### src/rtl/wb_commit.sv
// Writeback/commit stage: retires one instruction result per acceptance into a
// 15-entry register file, condition codes and a commit counter, gated by a RUN/HALT/ERR FSM.
module wb_commit (
  input  logic        clk,
  input  logic        rst_n,
  input  logic        in_valid,
  output logic        in_ready,
  input  logic [3:0]  icode,
  input  logic        cnd,
  input  logic [2:0]  cf_in,
  input  logic [63:0] valE,
  input  logic [63:0] valM,
  input  logic [3:0]  rA,
  input  logic [3:0]  rB,
  input  logic [3:0]  rd_addr_a,
  input  logic [3:0]  rd_addr_b,
  output logic [63:0] rd_data_a,
  output logic [63:0] rd_data_b,
  output logic [2:0]  cc_out,
  output logic [1:0]  state,
  output logic [31:0] commit_count
);

  localparam int unsigned DATA_W = 64;
  localparam int unsigned NREGS  = 15;
  localparam int unsigned CNT_W  = 32;

  localparam logic [3:0] RNONE   = 4'hF;
  localparam logic [3:0] RSP     = 4'h4;

  localparam logic [3:0] I_HALT  = 4'h0;
  localparam logic [3:0] I_CMOV  = 4'h2;
  localparam logic [3:0] I_IRMOV = 4'h3;
  localparam logic [3:0] I_MRMOV = 4'h5;
  localparam logic [3:0] I_OPQ   = 4'h6;
  localparam logic [3:0] I_CALL  = 4'h8;
  localparam logic [3:0] I_RET   = 4'h9;
  localparam logic [3:0] I_PUSH  = 4'hA;
  localparam logic [3:0] I_POP   = 4'hB;
  localparam logic [3:0] I_LAST  = 4'hB;

  localparam logic [2:0] CC_RESET = 3'b001;

  typedef enum logic [1:0] {
    S_RUN  = 2'b00,
    S_HALT = 2'b01,
    S_ERR  = 2'b10
  } run_state_e;

  run_state_e              state_q;
  logic [DATA_W-1:0]       regs [NREGS];
  logic [2:0]              cc_q;
  logic [CNT_W-1:0]        count_q;
  logic                    ready_q;

  logic                    accept;
  logic                    is_halt;
  logic                    is_bad;
  logic [3:0]              dst_e;
  logic [3:0]              dst_m;
  logic                    we_e;
  logic                    we_m;
  logic                    cc_we;

  assign accept = in_valid && (state_q == S_RUN);
  assign is_halt = (icode == I_HALT);
  assign is_bad  = (icode > I_LAST);

  // Destination decode; RNONE means no write on that path.
  always_comb begin
    dst_e = RNONE;
    dst_m = RNONE;
    unique case (icode)
      I_CMOV:                dst_e = cnd ? rB : RNONE;
      I_IRMOV, I_OPQ:        dst_e = rB;
      I_MRMOV:               dst_m = rA;
      I_CALL, I_RET, I_PUSH: dst_e = RSP;
      I_POP: begin
        dst_e = RSP;
        dst_m = rA;
      end
      default: begin
        dst_e = RNONE;
        dst_m = RNONE;
      end
    endcase
  end

  assign we_e  = accept && (dst_e != RNONE);
  assign we_m  = accept && (dst_m != RNONE);
  assign cc_we = accept && (icode == I_OPQ);

  // State, register file, flags and counter; dstM is written last so it wins a collision.
  always_ff @(posedge clk) begin
    if (!rst_n) begin
      state_q <= S_RUN;
      ready_q <= 1'b1;
      cc_q    <= CC_RESET;
      count_q <= '0;
      for (int i = 0; i < int'(NREGS); i++) begin
        regs[i] <= '0;
      end
    end else begin
      if (accept) begin
        count_q <= count_q + CNT_W'(1);
        if (is_halt) begin
          state_q <= S_HALT;
          ready_q <= 1'b0;
        end else if (is_bad) begin
          state_q <= S_ERR;
          ready_q <= 1'b0;
        end
      end
      if (cc_we) begin
        cc_q <= cf_in;
      end
      if (we_e) begin
        regs[dst_e] <= valE;
      end
      if (we_m) begin
        regs[dst_m] <= valM;
      end
    end
  end

  // Read ports see pre-write state; address RNONE reads as zero.
  assign rd_data_a = (rd_addr_a == RNONE) ? DATA_W'(0) : regs[rd_addr_a];
  assign rd_data_b = (rd_addr_b == RNONE) ? DATA_W'(0) : regs[rd_addr_b];

  assign in_ready     = ready_q;
  assign cc_out       = cc_q;
  assign state        = state_q;
  assign commit_count = count_q;

endmodule
### config.mk
export PLATFORM = sky130hd
export DESIGN_NAME = wb_commit
export DESIGN_NICKNAME = d
export VERILOG_FILES = /design/src/rtl/wb_commit.sv
export SDC_FILE = /design/constraint.sdc
export NUM_CORES = 2
export LEC_CHECK = 0
export BUFFER_PORTS_ARGS = -buffer_cell sky130_fd_sc_hd__buf_2
export CORE_MARGIN = 4
export CORE_UTILIZATION = 40
export DETAILED_ROUTE_END_ITERATION = 8
export GPL_TIMING_DRIVEN = 0
export SYNTH_ARGS = -nofsm -noshare
export SYNTH_HDL_FRONTEND = slang
export SYNTH_SLANG_ARGS = --single-unit
### constraint.sdc
create_clock -name clk -period 7.24 [get_ports clk]
set_input_delay 1.81 -clock clk [delete_from_list [all_inputs] [get_ports clk]]
set_output_delay 1.81 -clock clk [all_outputs]
set_load 0.05 [all_outputs]
# Word-level counts from Yosys, hierarchy flattened
# Memories as Yosys holds them, arrays and structs flattened.
# Index checks and enable logic that the tools add are counted.
word_totals:
  regBits: 38
  mem_bits_rw: 960
  in_bits: 155
  output_inout_bits: 166
  wordCells: 54
  memories: 1
classes:
  n_addsub: 1
  n_lt_le_gt_ge: 1
  eq_ne: 12
  mux: 22
  n_reduce_logical: 13
memory_table:
  columns: ["memory", "words", "word_bits", "rd", "rd_clocked_by_memory_dff", "write_ports", "line_no", "text"]
  rows:
  - ["regs", 15, 64, 2, 0, 15, "51", "logic [DATA_W-1:0] regs [NREGS];"]
op_table:
  columns: ["op", "n"]
  rows:
  - ["$mux 64", 4]
  - ["$reduce_or 64->1", 2]
  - ["$add 32x1->32 const B", 1]
  - ["$eq 4x4->1 const B", 6]
  - ["$mux 4", 4]
  - ["$pmux 4 s3", 1]
  - ["$mux 1", 11]
  - ["$eq 4x2->1 const B", 2]
  - ["$eq 4x3->1 const B", 2]
  - ["$ne 4x4->1 const B", 2]
  - ["$gt 4x4->1 const B", 1]
  - ["$logic_and 1x1->1", 4]
  - ["$logic_not 4->1", 1]
  - ["$mux 2", 2]
  - ["$reduce_or 2->1", 2]
  - ["$reduce_or 4->1", 1]
  - ["$logic_not 2->1", 1]
  - ["$reduce_and 2->1", 1]
  - ["$reduce_bool 2->1", 1]

# Longest topological paths before layout
depth:
  depth_word: 10
  mapped_depth: 9
  ltp_nobuf: 5

# Worst setup path after synthesis
# OpenSTA, ideal clock, no wires.
synth_path:
  path_type: "in2out"
  from: "in rd_addr_a[1]"
  to: "out rd_data_a[43]"
  arrival_time_ns: 4.004
  required_time_ns: 5.430
  path_slack_ns: 1.426
  cell_stages: 6
  path_buffers: 3
  cell_sequence: "clkbuf_1 > clkbuf_1 > clkbuf_1 > mux4_2 > a21oi_1 > o21ai_0"
synth_between:
  elab_chain_cells: 2
  elab_cells_between_ends: 3
  classes_between: "1 x eq/ne; 1 x mux; 1 x memory"
synth_lines:
  columns: ["element", "line_no", "text"]
  rows:
  - ["from (decl)", "15", "input logic [3:0] rd_addr_a,"]
  - ["$mem_v2 15x64 / $eq 4x4->1 (equally long branches)", null, null]
  - ["$mux 64 *", "127", "assign rd_data_a = (rd_addr_a == RNONE) ? DATA_W'(0) : regs[rd_addr_a];"]
  - ["to (decl)", "17", "output logic [63:0] rd_data_a,"]
# Mark *: on every way between the ends. The rest lies on a longest branch, timed or not.

# Final worst setup path
layout_path:
  from: "in rd_addr_a[0]"
  to: "out rd_data_a[0]"
# Same word-level chain as after synthesis.

==> summary.txt <==
GRT
  • Initial antenna violation count: between 50 and 60
  • Pin count of the biggest net entering global routing: 47
  • First-pass GRT wire length: ~380000 um
  • Total track usage: between 30% and 40%
  • Number of global-route vias before repair: just over 50000
  • GRT overflow: 0

Critical path
  • Critical path data arrival time: roughly 5.7 ns
  • Critical Path Start Type: input port
  • CP endpoint kind: output pin
  • Req. time, crit path: 5.43 ns
  • Worst setup path category: input port to output pin
  • CP max FO: 11

Pwr
  • Leak Pwr: roughly 25 nW
  • Power per Cell Area: 225 nW/um2
  • Peak VDD IR: 0.198 mV

CTS
  • Post-CTS sizing: 0
  • Hold buffers post-CTS: 0
  • CTS sink count: 1062
  • Setup bufs post-CTS: 0
  • Clk root buf: clkbuf_16
  • Clock latency at the later pin of the worst-skew pair: 0.78 ns
  • Clock transition at path regs: ~0.06 ns
  • CTS H-Tree Depth: 3
  • CTS Buf Count: 117
  • Clock Path Buffers: 3
  • Clock tree from TritonCTS: done

Placement
  • Post-Place Cells: 6938
  • Post-DP HPWL: 194000 um
  • Worst slack at placement: around 0.15 ns
  • GPL Wtd Cong: between 1 and 1.5
  • IO Port Bufs: 315

Floorplanning
  • Core Box Area: 152000 um2
  • Starting density of the core: 40.4%
  • Io pins: 321
  • Die footprint: 160000 um2
  • Row cnt: 143
  • Die H: 400 um
  • Die width: 400 um

Flow run
  • Maxcap violations: 6

Hold path
  • Worst Hold Class: flop to flop

Yosys
  • Post-Syn Area: 61600 um2
  • Synth Flop Type: edfxtp_1
  • Gate Count Post-Synth: 4499
  • Post-synth ARST share: 0%
  • Sequential share of the synthesized area: between 50% and 60%
  • Cell taking the most area after synthesis: edfxtp_1
  • Cell variety after synth: 60
  • Synth top cells by count: 1024 x edfxtp_1, 611 x a22o_1, 426 x clkbuf_1, 384 x mux4_2, 349 x o2bb2ai_1
  • Synthesis Warnings: 0
  • Most common cell in the netlist: edfxtp_1
  • Share of the synthesized area in the top cell type: 49.9%
  • Post-synth EDFFs: 1024
  • Mean Syn Cell Area: 13.7 um2
  • Seq cells post-synth: roughly 1100
  • Synth area leaders: edfxtp_1 50%, mux4_2 14%, a22o_1 8.7%, o2bb2ai_1 5.0%, mux2i_1 4.3%

Detailed routing
  • Iter 0 DRT Violations: approximately 9000
  • Total iterations of the first detailed-routing run: 6
  • Number of remaining DRC errors: 0
  • Vias: 52175
  • Routed Antenna Nets: 0
  • Drt via density: 7.25
  • Wirelength per Cell: 38.1 um
  • Detailed-route wire length: roughly 270000 um

STA
  • Count of final hold-check violations: 0
  • Setup Skew: between 0.04 and 0.05 ns
  • Final WS setup: -0.225 ns
  • Maximum clock rate: between 0.1 and 0.15 GHz
  • Worst-Margin Slew: 1.66 ns
  • Unrepaired setup endpoints after global routing: false
  • Setup Viol. Count Final: 2
  • Max-slew violations: 68
  • Slew HR: -11.3%
  • Post-layout min period: 7.47 ns
  • Final period util: 103%

Cells and area
  • Nets: 5183
  • Area delta synth->final: 14.9%
  • Post-Route Utilization: 46.4%
  • Final cell count without fillers: between 7000 and 8000
  • Layout cells sized above 1: 23.9%

Status
  • Status: finished with violations
  • Failing checks: max-capacitance violations, max-slew violations, negative setup slack
==> worst max-delay path, stage by stage <==
cell             delay [ns]
clkbuf_1               0.14
buf_2                  0.29
a31oi_1                0.22
clkbuf_2               0.78
clkdlybuf4s15_1        0.91
a21oi_1                0.16
o21ai_0                0.89
buf_2                  0.42
==> logic make-up after synthesis <==
group | after synthesis | share of synthesized area (%)
AO/OA/AOI/OAI | 1724 | 22.4
XOR/XNOR | 10 | 0.142
adder cells (fa/ha/maj) | 1 | 0.0203
buffers and inverters | 720 | 5.27
flip-flops | 1062 | 51.1
multiplexers | 648 | 18.3
other | 1 | 0.00609
AND/OR/NAND/NOR | 333 | 2.72
==> registers in the layout, summed over array words and instances (netlist names) <==
register,cells
cc_out,3
commit_count,32
in_ready,1
regs,1024
state,2
==> final cells by class <==
cell class | count | area [um2]
sequential | 1062 | 31500
clock buffer | 146 | 3100
inverter | 8 | 30.0
multi-input combinational | 2780 | 27200
timing repair buffer | 347 | 2250
buffer | 711 | 3230
tap | 2030 | 2540
antenna | 41 | 103
clock inverter | 74 | 856
fill | 13650 | 81600
==> metrics by stage <==
step | hold slack, ns | setup TNS, ns | power (mW) | cell area, um2
global placement | 0.470 | -600.37 | 9.54 | 66000
CTS | 0.491 | 0 | 15.8 | 70700
finish | 0.486 | -0.236 | 15.9 | 70800
detailed placement | 0.478 | 0 | 9.59 | 66700
global route | 0.524 | 0 | 16.2 | 70700
floorplan | 0.676 | 0 | 8.63 | 61900
==> power by group <==
group	internal, mW	leakage [nW]	switching (mW)
sequential	6.99	10.8	0.133
combinational	0.706	12.2	1.74
clock	3.67	1.94	2.69
total	11.4	24.9	4.56
==> layer usage <==
layer,vias to the layer above,routed length (um),global-route usage [%],share of wire [%]
li1,20100,-,-,-
met4,22,17400,18.2,6.4
met1,26278,98500,41.7,36
met2,4754,118000,48.0,43
met3,1021,40400,12.1,15
met5,-,337,1.04,0.12
==> cell usage in the layout, fill, tap and decap left out, types with 145 or more instances in the layout <==
| cell type | netlist | layout |
|---|---|---|
| edfxtp_1 | 1024 | 1024 |
| a22o_1 | 611 | 611 |
| buf_2 | 221 | 536 |
| clkbuf_1 | 426 | 439 |
| mux4_2 | 384 | 384 |
| o2bb2ai_1 | 349 | 349 |
| mux2i_1 | 264 | 264 |
| o31ai_1 | 199 | 199 |
| nand2_1 | 181 | 181 |
| a21oi_1 | 145 | 145 |
==> final timing paths <==
| kind | endpoint | depth (start not counted) | slack (ns) | startpoint |
|---|---|---|---|---|
| max | rd_data_a[0] | 8 | -0.23 | rd_addr_a[0] |
| min reg2reg | commit_count[31]$_SDFFE_PN0P_ | 2 | 0.49 | commit_count[31]$_SDFFE_PN0P_ |
| max reg2reg | regs[11][17]$_DFFE_PP_ | 7 | 2.58 | state[0]$_SDFFE_PN0P_ |
| min | commit_count[31]$_SDFFE_PN0P_ | 2 | 0.49 | commit_count[31]$_SDFFE_PN0P_ |
No activity file was read; power rests on OpenSTA's default activity.
